$ cat src/rtl/if_pc_gen_pkg.sv
// ---------------------------------------------------------------------------
// if_pc_gen_pkg
// Definitions shared by the fetch-stage PC generator and its branch target
// buffer (BTB):
//   RESET_PC_DEFAULT : default fetch address loaded on reset
//   ctr_e            : 2-bit saturating direction counter encodings
//   btb_entry_t      : one BTB entry (valid, tag, word target, counter)
//   pc_sel_e         : which source the next-PC mux selected (debug view)
//   ctr_next()       : saturating counter update
//   pc_tag()         : tag extraction for a given index width
// ---------------------------------------------------------------------------
package if_pc_gen_pkg;

  localparam logic [31:0] RESET_PC_DEFAULT = 32'h0000_0000;

  // Widest tag in use is 32-2-1 = 29 bits (two entries); the field is kept
  // at 30 bits so one record type serves every legal BTB size. Unused upper
  // tag bits are always zero on both sides of the compare.
  localparam int unsigned TAG_W_MAX = 30;

  typedef enum logic [1:0] {
    CTR_SNT = 2'b00,  // strongly not taken
    CTR_WNT = 2'b01,  // weakly not taken
    CTR_WT  = 2'b10,  // weakly taken
    CTR_ST  = 2'b11   // strongly taken
  } ctr_e;

  typedef struct packed {
    logic                  valid;
    logic [TAG_W_MAX-1:0]  tag;
    logic [29:0]           target;  // target address bits [31:2]
    ctr_e                  ctr;
  } btb_entry_t;

  typedef enum logic [2:0] {
    SEL_RESET    = 3'd0,
    SEL_REDIRECT = 3'd1,
    SEL_HOLD     = 3'd2,
    SEL_PRED     = 3'd3,
    SEL_SEQ      = 3'd4
  } pc_sel_e;

  // Saturating increment on taken, saturating decrement on not taken.
  function automatic ctr_e ctr_next(input ctr_e c, input logic taken);
    ctr_e n;
    n = c;
    if (taken) begin
      case (c)
        CTR_SNT: n = CTR_WNT;
        CTR_WNT: n = CTR_WT;
        CTR_WT:  n = CTR_ST;
        default: n = CTR_ST;
      endcase
    end else begin
      case (c)
        CTR_ST:  n = CTR_WT;
        CTR_WT:  n = CTR_WNT;
        CTR_WNT: n = CTR_SNT;
        default: n = CTR_SNT;
      endcase
    end
    return n;
  endfunction

  // Tag = pc[31:idx_w+2], zero-extended into the fixed-width tag field.
  function automatic logic [TAG_W_MAX-1:0] pc_tag(input logic [31:0] pc,
                                                  input int unsigned idx_w);
    logic [31:0] shifted;
    shifted = pc >> (idx_w + 2);
    return shifted[TAG_W_MAX-1:0];
  endfunction

  // A counter in either taken state predicts taken.
  function automatic logic ctr_taken(input ctr_e c);
    return (c == CTR_WT) || (c == CTR_ST);
  endfunction

endpackage

$ cat src/rtl/if_btb.sv
// ---------------------------------------------------------------------------
// if_btb
// Direct-mapped branch target buffer with a 2-bit saturating counter per
// entry.
//
// Ports
//   clk, reset              : clock, synchronous active-low reset
//   lk_pc                   : lookup address (the current fetch PC)
//   lk_hit                  : valid entry with matching tag
//   lk_taken                : lk_hit and counter predicts taken
//   lk_target               : predicted target (bits [1:0] forced to 0)
//   upd_valid               : update strobe from EX
//   upd_pc                  : address of the resolved branch
//   upd_taken               : resolved direction
//   upd_target              : resolved target (bits [1:0] ignored)
//
// Update strobe semantics: upd_valid is a single-cycle, always-accepted
// strobe (there is no ready); each cycle it is high exactly one update,
// described by upd_pc/upd_taken/upd_target, is committed at the next rising
// edge unless reset is low at that edge.
//
// BTB_ENTRIES must be a power of two and at least 2.
// ---------------------------------------------------------------------------
module if_btb
  import if_pc_gen_pkg::*;
#(
  parameter int BTB_ENTRIES = 8
) (
  input  logic        clk,
  input  logic        reset,
  input  logic [31:0] lk_pc,
  output logic        lk_hit,
  output logic        lk_taken,
  output logic [31:0] lk_target,
  input  logic        upd_valid,
  input  logic [31:0] upd_pc,
  input  logic        upd_taken,
  input  logic [31:0] upd_target
);

  localparam int unsigned IDX = $clog2(BTB_ENTRIES);

  btb_entry_t mem [BTB_ENTRIES];

  // ---------------------------------------------------------------------
  // Lookup: purely combinational on the registered array, so a lookup in
  // the same cycle as an update to the same index sees the old contents.
  // ---------------------------------------------------------------------
  logic [IDX-1:0] lk_idx;
  btb_entry_t     lk_e;

  assign lk_idx    = lk_pc[IDX+1:2];
  assign lk_e      = mem[lk_idx];
  assign lk_hit    = lk_e.valid && (lk_e.tag == pc_tag(lk_pc, IDX));
  assign lk_taken  = lk_hit && ctr_taken(lk_e.ctr);
  assign lk_target = {lk_e.target, 2'b00};

  // ---------------------------------------------------------------------
  // Update: compute the replacement entry for the indexed slot.
  // ---------------------------------------------------------------------
  logic [IDX-1:0]       u_idx;
  logic [TAG_W_MAX-1:0] u_tag;
  btb_entry_t           u_old;
  btb_entry_t           u_new;
  logic                 u_hit;
  logic                 u_we;

  assign u_idx = upd_pc[IDX+1:2];
  assign u_tag = pc_tag(upd_pc, IDX);
  assign u_old = mem[u_idx];
  assign u_hit = u_old.valid && (u_old.tag == u_tag);

  always_comb begin
    u_new = u_old;
    u_we  = 1'b0;
    if (upd_valid) begin
      if (u_hit) begin
        u_we      = 1'b1;
        u_new.ctr = ctr_next(u_old.ctr, upd_taken);
        // A not-taken outcome carries no useful target; keep the old one.
        if (upd_taken) begin
          u_new.target = upd_target[31:2];
        end
      end else if (upd_taken) begin
        // Allocate (or replace an aliasing entry) only for taken branches,
        // starting weakly taken so the very next fetch is redirected.
        u_we         = 1'b1;
        u_new.valid  = 1'b1;
        u_new.tag    = u_tag;
        u_new.target = upd_target[31:2];
        u_new.ctr    = CTR_WT;
      end
    end
  end

  always_ff @(posedge clk) begin
    if (!reset) begin
      for (int i = 0; i < BTB_ENTRIES; i++) begin
        mem[i].valid  <= 1'b0;
        mem[i].tag    <= '0;
        mem[i].target <= '0;
        mem[i].ctr    <= CTR_WNT;
      end
    end else if (u_we) begin
      mem[u_idx] <= u_new;
    end
  end

  // Byte-offset bits carry no information for word-aligned fetch.
  logic unused_btb_bits;
  assign unused_btb_bits = ^{lk_pc[1:0], upd_pc[1:0], upd_target[1:0]};

endmodule

$ cat src/rtl/if_pc_gen.sv
// ---------------------------------------------------------------------------
// if_pc_gen
// Fetch-stage program counter generator with BTB-based branch prediction.
//
// Ports
//   clk         : rising-edge clock
//   reset       : synchronous active-low reset (0 = reset)
//   PC_Stall    : hold the PC (load-use hazard)
//   PCSrc       : redirect from EX to PC_target (wins over PC_Stall)
//   PC_target   : redirect address, bits [1:0] ignored
//   upd_valid   : BTB update strobe from EX
//   upd_pc      : address of the resolved branch
//   upd_taken   : resolved direction
//   upd_target  : resolved target, bits [1:0] ignored
//   PC_out      : registered fetch PC, always word aligned
//   pred_taken  : BTB prediction for PC_out, same cycle as PC_out
//
// Next-PC priority: reset > PCSrc > PC_Stall > predicted taken > PC_out+4.
// Every source takes effect on the PC one clock edge after it is presented.
// ---------------------------------------------------------------------------
module if_pc_gen
  import if_pc_gen_pkg::*;
#(
  parameter logic [31:0] RESET_PC    = RESET_PC_DEFAULT,
  parameter int          BTB_ENTRIES = 8
) (
  input  logic        clk,
  input  logic        reset,
  input  logic        PC_Stall,
  input  logic        PCSrc,
  input  logic [31:0] PC_target,
  input  logic        upd_valid,
  input  logic [31:0] upd_pc,
  input  logic        upd_taken,
  input  logic [31:0] upd_target,
  output logic [31:0] PC_out,
  output logic        pred_taken
);

  logic [31:0] pc_q;
  logic [31:0] pc_d;
  pc_sel_e     pc_sel;     // which mux leg drives pc_d this cycle
  logic        btb_hit;
  logic        btb_taken;
  logic [31:0] btb_target;

  if_btb #(
    .BTB_ENTRIES (BTB_ENTRIES)
  ) u_btb (
    .clk        (clk),
    .reset      (reset),
    .lk_pc      (pc_q),
    .lk_hit     (btb_hit),
    .lk_taken   (btb_taken),
    .lk_target  (btb_target),
    .upd_valid  (upd_valid),
    .upd_pc     (upd_pc),
    .upd_taken  (upd_taken),
    .upd_target (upd_target)
  );

  // Next-PC mux. Reset is handled in the register itself; pc_sel still
  // reports it so the selected source is observable every cycle.
  always_comb begin
    pc_d   = pc_q + 32'd4;   // wraps modulo 2^32
    pc_sel = SEL_SEQ;
    if (!reset) begin
      pc_d   = {RESET_PC[31:2], 2'b00};
      pc_sel = SEL_RESET;
    end else if (PCSrc) begin
      pc_d   = {PC_target[31:2], 2'b00};
      pc_sel = SEL_REDIRECT;
    end else if (PC_Stall) begin
      pc_d   = pc_q;
      pc_sel = SEL_HOLD;
    end else if (btb_taken) begin
      pc_d   = btb_target;
      pc_sel = SEL_PRED;
    end
  end

  always_ff @(posedge clk) begin
    if (!reset) begin
      pc_q <= {RESET_PC[31:2], 2'b00};
    end else begin
      pc_q <= pc_d;
    end
  end

  assign PC_out     = pc_q;
  assign pred_taken = btb_taken;

  // Kept for visibility only (hit without taken counter, mux select,
  // ignored redirect offset bits).
  logic unused_pc_gen;
  assign unused_pc_gen = ^{btb_hit, pc_sel, PC_target[1:0]};

endmodule

$ cat config.mk
export PLATFORM = sky130hd
export DESIGN_NAME = if_pc_gen
export DESIGN_NICKNAME = d
export VERILOG_FILES = /design/src/rtl/if_pc_gen_pkg.sv /design/src/rtl/if_btb.sv /design/src/rtl/if_pc_gen.sv
export SDC_FILE = /design/constraint.sdc
export NUM_CORES = 1
export LEC_CHECK = 0
export CORE_UTILIZATION = 30
export CTS_CLUSTER_DIAMETER = 60
export DETAILED_ROUTE_END_ITERATION = 12
export PLACE_DENSITY = 0.47
export SYNTH_ARGS = -nofsm -noshare
export SYNTH_HDL_FRONTEND = slang
export SYNTH_HIERARCHICAL = 1
export SYNTH_SLANG_ARGS = --single-unit
$ cat constraint.sdc
create_clock -name clk -period 7.25 [get_ports clk]
set_input_delay 1.0875 -clock clk [delete_from_list [all_inputs] [get_ports clk]]
set_output_delay 1.0875 -clock clk [all_outputs]
set_load 0.01 [all_outputs]
# Yosys cells after proc, flatten, opt, wreduce, memory -nomap -nowiden
# Memories as Yosys holds them, arrays and structs flattened. A register that Yosys moved wholly into a read port is not among the register bits.
# Index checks and enable logic that the tools add are counted.
[word_totals] out_inout_bits=33 wordCells=43 rom_bits=0 ram_bits=504 n_memories=1 regBits=32 latchBits=0 input_bits=102
[memory_table] memory="u_btb.mem" depth=8 word_bits=63 read_ports=2 rd_ports_with_merged_regs=1 wr=8 line_no="if_btb.sv:43" text="btb_entry_t mem [BTB_ENTRIES];"
[classes] mux=23 n_div=0 n_lt_le_gt_ge=0 n_mul=0 eq_ne=8 n_reduce_logical=7 bitwise_logic=1 shifts=0 n_addsub=1
[op_table] cell="two-way mux 63 bit" n=3
[op_table] cell="two-way mux 32 bit" n=4
[op_table] cell="OR reduction 63 bit" n=1
[op_table] cell="equality test 30 x 27 -> 1 bit" n=2
[op_table] cell="adder 32 x 3 -> 32 bit (second input constant)" n=1
[op_table] cell="two-way mux 31 bit" n=1
[op_table] cell="two-way mux 30 bit" n=1
[op_table] cell="two-way mux 3 bit" n=3
[op_table] cell="equality test 2 bit (second input constant)" n=4
[op_table] cell="two-way mux 1 bit" n=8
[op_table] cell="case mux 2 bit (2 select lines)" n=2
[op_table] cell="logical AND 1 bit" n=3
[op_table] cell="equality test 2 x 1 -> 1 bit (second input constant)" n=1
[op_table] cell="zero test 2 bit" n=1
[op_table] cell="two-way mux 2 bit" n=1
[op_table] cell="inequality test 2 x 1 -> 1 bit (second input constant)" n=1
[op_table] cell="OR reduction 2 bit" n=1
[op_table] cell="logical OR 1 bit" n=1
[op_table] cell="NOT 1 bit" n=1

# Longest topological paths before layout
# Gate-level depths: netlist of the first run.
# An unclocked memory read counts as a cell.
[logic_depth] ltp_word=10 mapped_depth=16

# Modules after synthesis
# The synthesis of the first run kept the hierarchy.
[by_module_without_submodules] mod="if_btb" instances=1 area_per_inst_um2=26415.3 cells_each=1966
[by_module_without_submodules] mod="if_pc_gen" instances=1 area_per_inst_um2=2494.9 cells_each=336

# Least setup slack after synthesis of the first run
# Ideal clock, no wire load.
[synth_path] kind="input -> register" startpoint="input port upd_pc[2]" endpoint="memory u_btb/mem[5][0] (netlist bit) (enable)" cell_stages=12 required_ns=6.828 path_buffers=4 path_slack_ns=1.922 setup_ns=0.422 arrival_ns=4.906 cell_sequence="buf_2 -> buf_2 -> nor2_1 -> a22o_1 -> or3_1 -> a2111oi_0 -> nand4b_1 -> nor4_1 -> buf_2 -> o211ai_2 -> clkbuf_1 -> nand2_1"
[synth_rtl] element="start: declaration" line_no="if_pc_gen.sv:33" text="input logic [31:0] upd_pc,"
[synth_rtl] element="end: declaration" line_no="if_btb.sv:43"

==> Flow_metrics.wiki, run 1 <==
{| class="wikitable"
! Metric !! Value
|-
| Status || finished, final reports clean
|-
| Chip height || between 300 and 400 um
|-
| Proportion of netlist area held by the largest area contributor || between 50% and 60%
|-
| Number of placed I/O pins || about 140
|-
| Number of buffers added by the clock tree synthesis step || 60
|-
| Pleak || 11.7 nW
|-
| Worst slew margin || roughly a third
|-
| Sum of internal, switching and leakage power || between 7 and 8 mW
|-
| Instance count of the mapped netlist || 2302
|-
| Number of antenna violations at the first check in global routing || 2
|-
| Worst setup EP type || output port
|-
| Number of flip-flops and latches in the synthesized netlist || between 500 and 600
|-
| Number of max-cap violations || 0
|-
| Fraction of layout instances using a drive strength above 1 || a little under a fifth
|-
| Yosys warning count || 6
|-
| Min Tclk post-route || about 6.0 ns
|-
| Area Overhead vs Synth || 17.6%
|-
| Global placement routability congestion || 0.819
|-
| Mapped Area || between 20000 and 30000 um2
|-
| Post-CTS Hold Buffers || 0
|-
| Dominant cell type by area after synthesis || edfxtp_1
|-
| Number of nets in the layout || between 2000 and 3000
|-
| Worst setup margin || between 1 and 1.5 ns
|-
| Type of the worst setup path || reg2out
|-
| 1st-iter DRT viols || 2033
|-
| H-Tree Level Count || 2
|-
| HPWL after detailed placement || around 67000 um
|-
| Number of max-slew violations in the final report || 0
|-
| Die boundary width || 312 um
|-
| Top Family by Delay on Critical Path || simple AND/OR/NAND/NOR gates
|-
| Clock tree from TritonCTS || built
|-
| Fraction of the cycle the final worst path needs || 82.9%
|-
| Longest individual stage delay on the worst path || slightly above 0.8 ns
|-
| Hold Vio Cnt, Final || 0
|-
| Cells on Worst Hold Path || 2
|-
| Most frequent cell on the critical path || nor4_1
|-
| # diodes || 0
|-
| Register share of total power || 46.4%
|-
| Post-synth cell types || 74
|-
| Proportion of synthesized flip-flops having asynchronous set or reset || 0%
|-
| Worst-path clk slew || approximately 0.06 ns
|-
| Residual antenna-violating net count after detailed routing || 0
|-
| Starting density of the core || approximately 30%
|-
| Signal arrival time at the worst endpoint || 4.92 ns
|-
| Synth Flop Type || edfxtp_1
|-
| Setup repair bufs after CTS || 0
|-
| Register Area || about 16000 um2
|-
| Number of global-route vias before repair || around 21000
|-
| Filler Cells Inserted || a little over 9000
|-
| Via count || between 20000 and 25000
|-
| Most area-consuming cells after synthesis || edfxtp_1 (52%), mux4_2 (14%), nor2_1 (6.8%)
|-
| Floorplan row count || 113
|-
| Slew @ Worst Pin || ~1.0 ns
|-
| Global-route met1 utilization || ~29%
|-
| Clk Tree Root Cell || clkbuf_16
|-
| Placeable core region || 95300 um2
|-
| Worst-path fanout max || 36
|-
| Combined area of the multi-input logic cells || around 12000 um2
|-
| Launch point of the critical path || PC_out[2]$_SDFFE_PN0P_
|-
| EDFF count, synth || approximately 500
|-
| WL final || approximately 110000 um
|-
| Final hold slack || between 0.4 and 0.5 ns
|-
| Cells on worst reg2reg path || 14
|-
| Total net switching power || ~2.1 mW
|-
| Met3 routing resource usage after global routing || 2.74%
|-
| Internal power contribution || between 5 and 6 mW
|-
| Kind of start point of the critical path || flop
|-
| Sequential share of the synthesized area || approximately 55%
|-
| Maximum clock frequency || roughly 170 MHz
|-
| Most frequent cell after synthesis || nor2_1
|-
| Detailed-route vias per instance || about 5.6
|-
| Grt peak-use layer || met2
|-
| Number of gates on the worst path with buffers counted || 9
|-
| Clock share of power || ~40%
|-
| Number of buffers inserted by port buffering || 128
|-
| DIE AREA || 97600 um2
|-
| Clock tree sinks || approximately 540
|-
| Global-route wire length before repair || roughly 150000 um
|-
| Combinational group share of total power || around 14%
|-
| Post-synth top cells || nor2_1 (524), edfxtp_1 (503), mux4_2 (175)
|-
| Post-detailed-route wirelength per cell || 28.7 um
|-
| Total routing resource utilization after global routing || 21.7%
|-
| Setup-violating endpoint count in the final report || 0
|-
| Remaining DRCs || 0
|-
| Slowest-stage cell, CP || dfxtp_4
|-
| Power density over the cells || 231 nW/um2
|-
| Peak supply drop || ~0.00018 V
|-
| Cell chain of the critical path || buf_4, mux4_2, mux2i_1, xnor2_1, nor4_1, nand3_1, nor4_1, nor2b_4, clkdlybuf4s50_1
|-
| Post-Route Setup TNS || 0 ns
|-
| GR Overflow Total || 0
|-
| TritonRoute pass-1 iters || 5
|-
| Syn Area/Cell || approximately 13 um2
|-
| Met2 demand-to-capacity share in global routing || 37.2%
|-
| Buf+Inv Stages, Crit Path || 2
|-
| Setup repair after global routing missed its margin || no
|-
| Max Root-Sink Buffers || 3
|-
| Critical Path RT || 6.16 ns
|-
| Switching fraction of total power || 26.8%
|-
| Start of the worst register-to-register path || PC_out[2]$_SDFFE_PN0P_
|-
| Tightest Hold Check Type || reg2reg
|-
| Pin count of the biggest net entering global routing || 61
|-
| Worst setup timing slack at the placement stage || 1.59 ns
|-
| Final Skew || between 0.02 and 0.03 ns
|-
| Clk Latency, worst-skew pair || 0.66 ns
|-
| Resized Gates After CTS || 0
|}
==> sequential cells by signal (all words and copies together) (netlist names), named ones only <==
signal / count
u_btb/mem: 504
PC_out: 30
==> kinds of logic after synthesis <==
family | synth area share (%)
XOR/XNOR | 1.51
adder cells (fa/ha/maj) | 0.0433
buffers and inverters | 3.20
flip-flops | 54.5
multiplexers | 21.3
AND/OR/NAND/NOR | 12.4
other | 0.0130
AO/OA/AOI/OAI | 7.05
==> power by group through the flow <==
stage | registers [mW] | clock network, mW | logic (mW)
global route | 3.65 | 3.23 | 1.20
global placement | 3.69 | 0 | 1.13
CTS | 3.64 | 3.13 | 1.14
detailed placement | 3.70 | 0 | 1.14
finish | 3.64 | 3.07 | 1.13
floorplan | 3.65 | 0 | 0.693
==> layer usage <==
metal	wire length, um	vias to the layer above
met1	45100	10777
met2	53000	875
li1	-	8959
met4	2460	4
met5	22	-
met3	6790	145
==> path summary, 6_finish.rpt <==
kind / endpoint / slack [ns]
worst max-delay path: pred_taken / 1.24
worst min-delay path: flop / 0.46
worst max register to register: PC_out[23]$_SDFFE_PN0P_ / 1.92
worst min register to register: flop / 0.46
==> worst min-delay path, delay by kind of cell, from the launching register on <==
family	cells	cell delay, ns
compound gates	1	0.05
flops	1	0.31
simple gates	1	0.05
==> area by class of cell <==
type	instances	share of cell area, %
clock buffer	78	4.86
clock inverter	32	0.847
inverter	39	0.431
multi-input combinational	1574	36.7
sequential	536	46.4
tap	1265	4.66
timing repair buffer	212	6.11
==> cell usage in the layout, fill, tap and decap left out, types with 16 or more instances in the layout <==
master           instances
a21oi_1                 56
a221oi_1                16
a22o_1                  17
a22oi_1                 17
buf_4                   71
clkbuf_16               62
clkdlybuf4s50_1        123
clkinv_1                16
conb_1                  26
dfxtp_1                 30
edfxtp_1               503
inv_1                   38
mux2_2                  57
mux2i_1                123
mux4_2                 175
nand2_1                108
nand2b_1                18
nand3_1                 30
nor2_1                 522
nor2b_1                 16
nor3_1                  37
nor4_1                  21
o211ai_1                25
o21ai_0                 42
o21ai_1                 22
xnor2_1                 37
==> stage by stage <==
step           instance area [um2]  cells  utilization, %
2_1_floorplan                29000   2327               -
3_3_place_gp                 32000   3626            33.6
3_5_place_dp                 32000   3626            33.6
4_1_cts                      34000   3736            35.7
5_1_grt                      34000   3736            35.7
6_report                     34000   3736            35.7
No activity file was read; power rests on OpenSTA's default activity.
==> run 2: changes to the inputs <==
==> constraint.sdc (replaced) <==
create_clock -name clk -period 6 [get_ports clk]
set_input_delay 0.9 -clock clk [delete_from_list [all_inputs] [get_ports clk]]
set_output_delay 0.9 -clock clk [all_outputs]
set_load 0.01 [all_outputs]
==> run 2 against run 1 <==
  * Global-route usage up 0.23 points
  * Routed wire length is 0.96% higher
  * Clock skew up 0.011 ns
  * Largest cell class unchanged
  * Critical path type unchanged
  * Largest power group unchanged
==> Flow_metrics.wiki, run 2 (same netlist as run 1, synthesis figures left out) <==
{| class="wikitable"
! Metric !! Value
|-
| HPWL after detailed placement || 66800 um (-0.57%)
|-
| Floorplan row count || 113 (unchanged)
|-
| Post-Route Setup TNS || 0 ns (unchanged)
|-
| Setup repair after global routing missed its margin || no
|-
| Final Skew || 0.0383 ns (+0.0109 ns)
|-
| GR Overflow Total || 0 (unchanged)
|-
| Setup-violating endpoint count in the final report || 0 (unchanged)
|-
| Worst setup EP type || output port
|-
| Pin count of the biggest net entering global routing || 61 (unchanged)
|-
| Commonest cells after routing, fill and taps aside || nor2_1 (522), edfxtp_1 (503), mux4_2 (175)
|-
| Via count || 20846 (+0.41%)
|-
| Signal arrival time at the worst endpoint || 4.69 ns (-0.23 ns)
|-
| Detailed-route vias per instance || 5.56 (about the same)
|-
| Number of max-cap violations || 0 (unchanged)
|-
| Slew @ Worst Pin || 1.18 ns (+0.162 ns)
|-
| Placeable core region || 95300 um2 (unchanged)
|-
| Power density over the cells || 276 nW/um2 (+20%)
|-
| Final standard cell utilization of the core || 36.0% (+0.30 points)
|-
| Fraction of layout instances using a drive strength above 1 || 19.1% (+0.48 points)
|-
| TritonRoute pass-1 iters || 7 (+2)
|-
| Fin area || 34300 um2 (+0.85%)
|-
| Start of the worst register-to-register path || PC_out[2]$_SDFFE_PN0P_
|-
| Worst setup margin || 0.412 ns (-0.827 ns)
|-
| Kind of start point of the critical path || flop
|-
| # diodes || 0 (unchanged)
|-
| Remaining DRCs || 0 (unchanged)
|-
| Max Root-Sink Buffers || 3 (unchanged)
|-
| Post-CTS Hold Buffers || 0 (unchanged)
|-
| DP Area || 32300 um2 (+0.88%)
|-
| Min Tclk post-route || 5.59 ns
|-
| Sum of internal, switching and leakage power || 9.47 mW (+21%)
|-
| Clk Latency, worst-skew pair || 0.66 ns (about the same)
|-
| Worst slew margin || 21.2% (-11 points)
|-
| Post-detailed-route wirelength per cell || 28.9 um (+0.53%)
|-
| Global-route wire length before repair || 155000 um (+0.61%)
|-
| Worst-path clk slew || 0.06 ns (about the same)
|-
| Total routing resource utilization after global routing || 21.9% (+0.23 points)
|-
| Number of buffers inserted by port buffering || 128 (unchanged)
|-
| DIE AREA || 97600 um2 (unchanged)
|-
| Fraction of the cycle the final worst path needs || between 90 and 100%
|-
| 1st-iter DRT viols || 2007 (-1.3%)
|-
| H-Tree Level Count || 2 (unchanged)
|-
| Reg with most FFs || u_btb/mem
|-
| Reg-to-reg critical path endpoint || PC_out[16]$_SDFFE_PN0P_
|-
| Minimum setup slack among reg-to-reg paths || 0.93 ns (-0.99 ns)
|-
| Tightest Hold Check Type || reg2reg
|-
| Status || finished, final reports clean
|-
| Worst setup timing slack at the placement stage || 0.822 ns (-0.764 ns)
|-
| Number of flip-flops in the largest register || 504 (unchanged)
|-
| Peak supply drop || 0.000208 V (+15%)
|-
| Number of nets in the layout || 2538 (+0.48%)
|-
| Clock tree sinks || 536 (unchanged)
|-
| Number of max-slew violations in the final report || 0 (unchanged)
|-
| Launch point of the critical path || PC_out[2]$_SDFFE_PN0P_
|-
| WL final || 108000 um (+0.96%)
|-
| Setup repair bufs after CTS || 0 (unchanged)
|-
| Number of placed I/O pins || 135 (unchanged)
|-
| Number of buffers added by the clock tree synthesis step || 61 (+1.7%)
|-
| Number of antenna violations at the first check in global routing || 1 (-1)
|-
| Maximum clock frequency || 179 MHz
|-
| Filler Cells Inserted || 9271 (+0.054%)
|-
| Cells on worst reg2reg path || 14 (unchanged)
|-
| Chip height || 312 um (unchanged)
|-
| Type of the worst setup path || reg2out
|-
| Clock tree from TritonCTS || built
|-
| Clk Tree Root Cell || clkbuf_16
|-
| Critical Path RT || 5.10 ns (-1.06 ns)
|-
| Starting density of the core || 30.3% (unchanged)
|-
| Global placement routability congestion || 0.833 (+1.7%)
|-
| Number of global-route vias before repair || 21206 (-0.26%)
|-
| Cells on Worst Hold Path || 2 (unchanged)
|-
| Hold Vio Cnt, Final || 0 (unchanged)
|-
| Worst-path fanout max || 34 (-5.6%)
|-
| Area Overhead vs Synth || 18.6%
|-
| Resized Gates After CTS || 0 (unchanged)
|-
| Die boundary width || 312 um (unchanged)
|-
| Residual antenna-violating net count after detailed routing || 0 (unchanged)
|-
| Pleak || 11.8 nW (+1.4%)
|-
| Commonest non-fill, non-tap cell in the layout || nor2_1
|}
run 2: cell types whose count changed in the layout (fill, tap and decap cells not counted), moves of 2 or more:
cell,previous run,this run
buf_12,14,30
buf_4,71,66
clkbuf_1,12,17
clkinv_1,16,12
clkinv_4,0,4
clkinv_2,6,9
clkinvlp_4,3,0
bufinv_16,5,3
run 2: final cells by class:
cell class	count	area (um2)	share of cell area, %
Multi-Input combinational cell	1574	12500	36.4
Timing Repair Buffer	223	2360	6.88
Clock inverter	31	251	0.734
Clock buffer	84	1700	4.95
Tap cell	1265	1580	4.62
Inverter	39	146	0.427
Sequential cell	536	15800	46.0
run 2: metrics by stage:
stage / hold WS, ns / cells
5_1_grt: 0.486 / 3752
6_report: 0.464 / 3752
4_1_cts: 0.466 / 3752
3_5_place_dp: 0.458 / 3637
2_1_floorplan: 0.433 / 2327
3_3_place_gp: 0.458 / 3637
run 2: worst max-delay path by stage:
stage                                          end  slack, ns
finish                                  pred_taken       0.41
global route                            pred_taken       0.15
CTS                                     pred_taken       0.30
detailed placement  u_btb/mem[6][41]$_SDFFCE_PN0P_       0.82
global placement           PC_out[16]$_SDFFE_PN0P_       0.82
floorplan            u_btb/mem[5][0]$_SDFFCE_PN1P_       0.86
run 2: critical path, stage by stage (launching register included):
cell	delay, ns
dfxtp_4	0.86
buf_4	0.45
mux4_2	0.56
mux2i_1	0.31
xnor2_1	0.11
nor4_1	0.24
nand3_1	0.17
nor4_1	0.47
nor2b_4	0.27
clkdlybuf4s50_1	0.57
run 2: where the power goes:
group,internal [mW],switching (mW)
Combinational,0.572,0.828
Clock,2.10,1.57
Sequential,4.25,0.150
run 2: routing by layer:
metal	routed length [um]	share of wire, %	GRT usage, %
met1	45100	42	28.7
met2	52900	49	37.3
met3	7210	6.6	3.30
met4	3220	3.0	6.43
met5	13	0.012	0
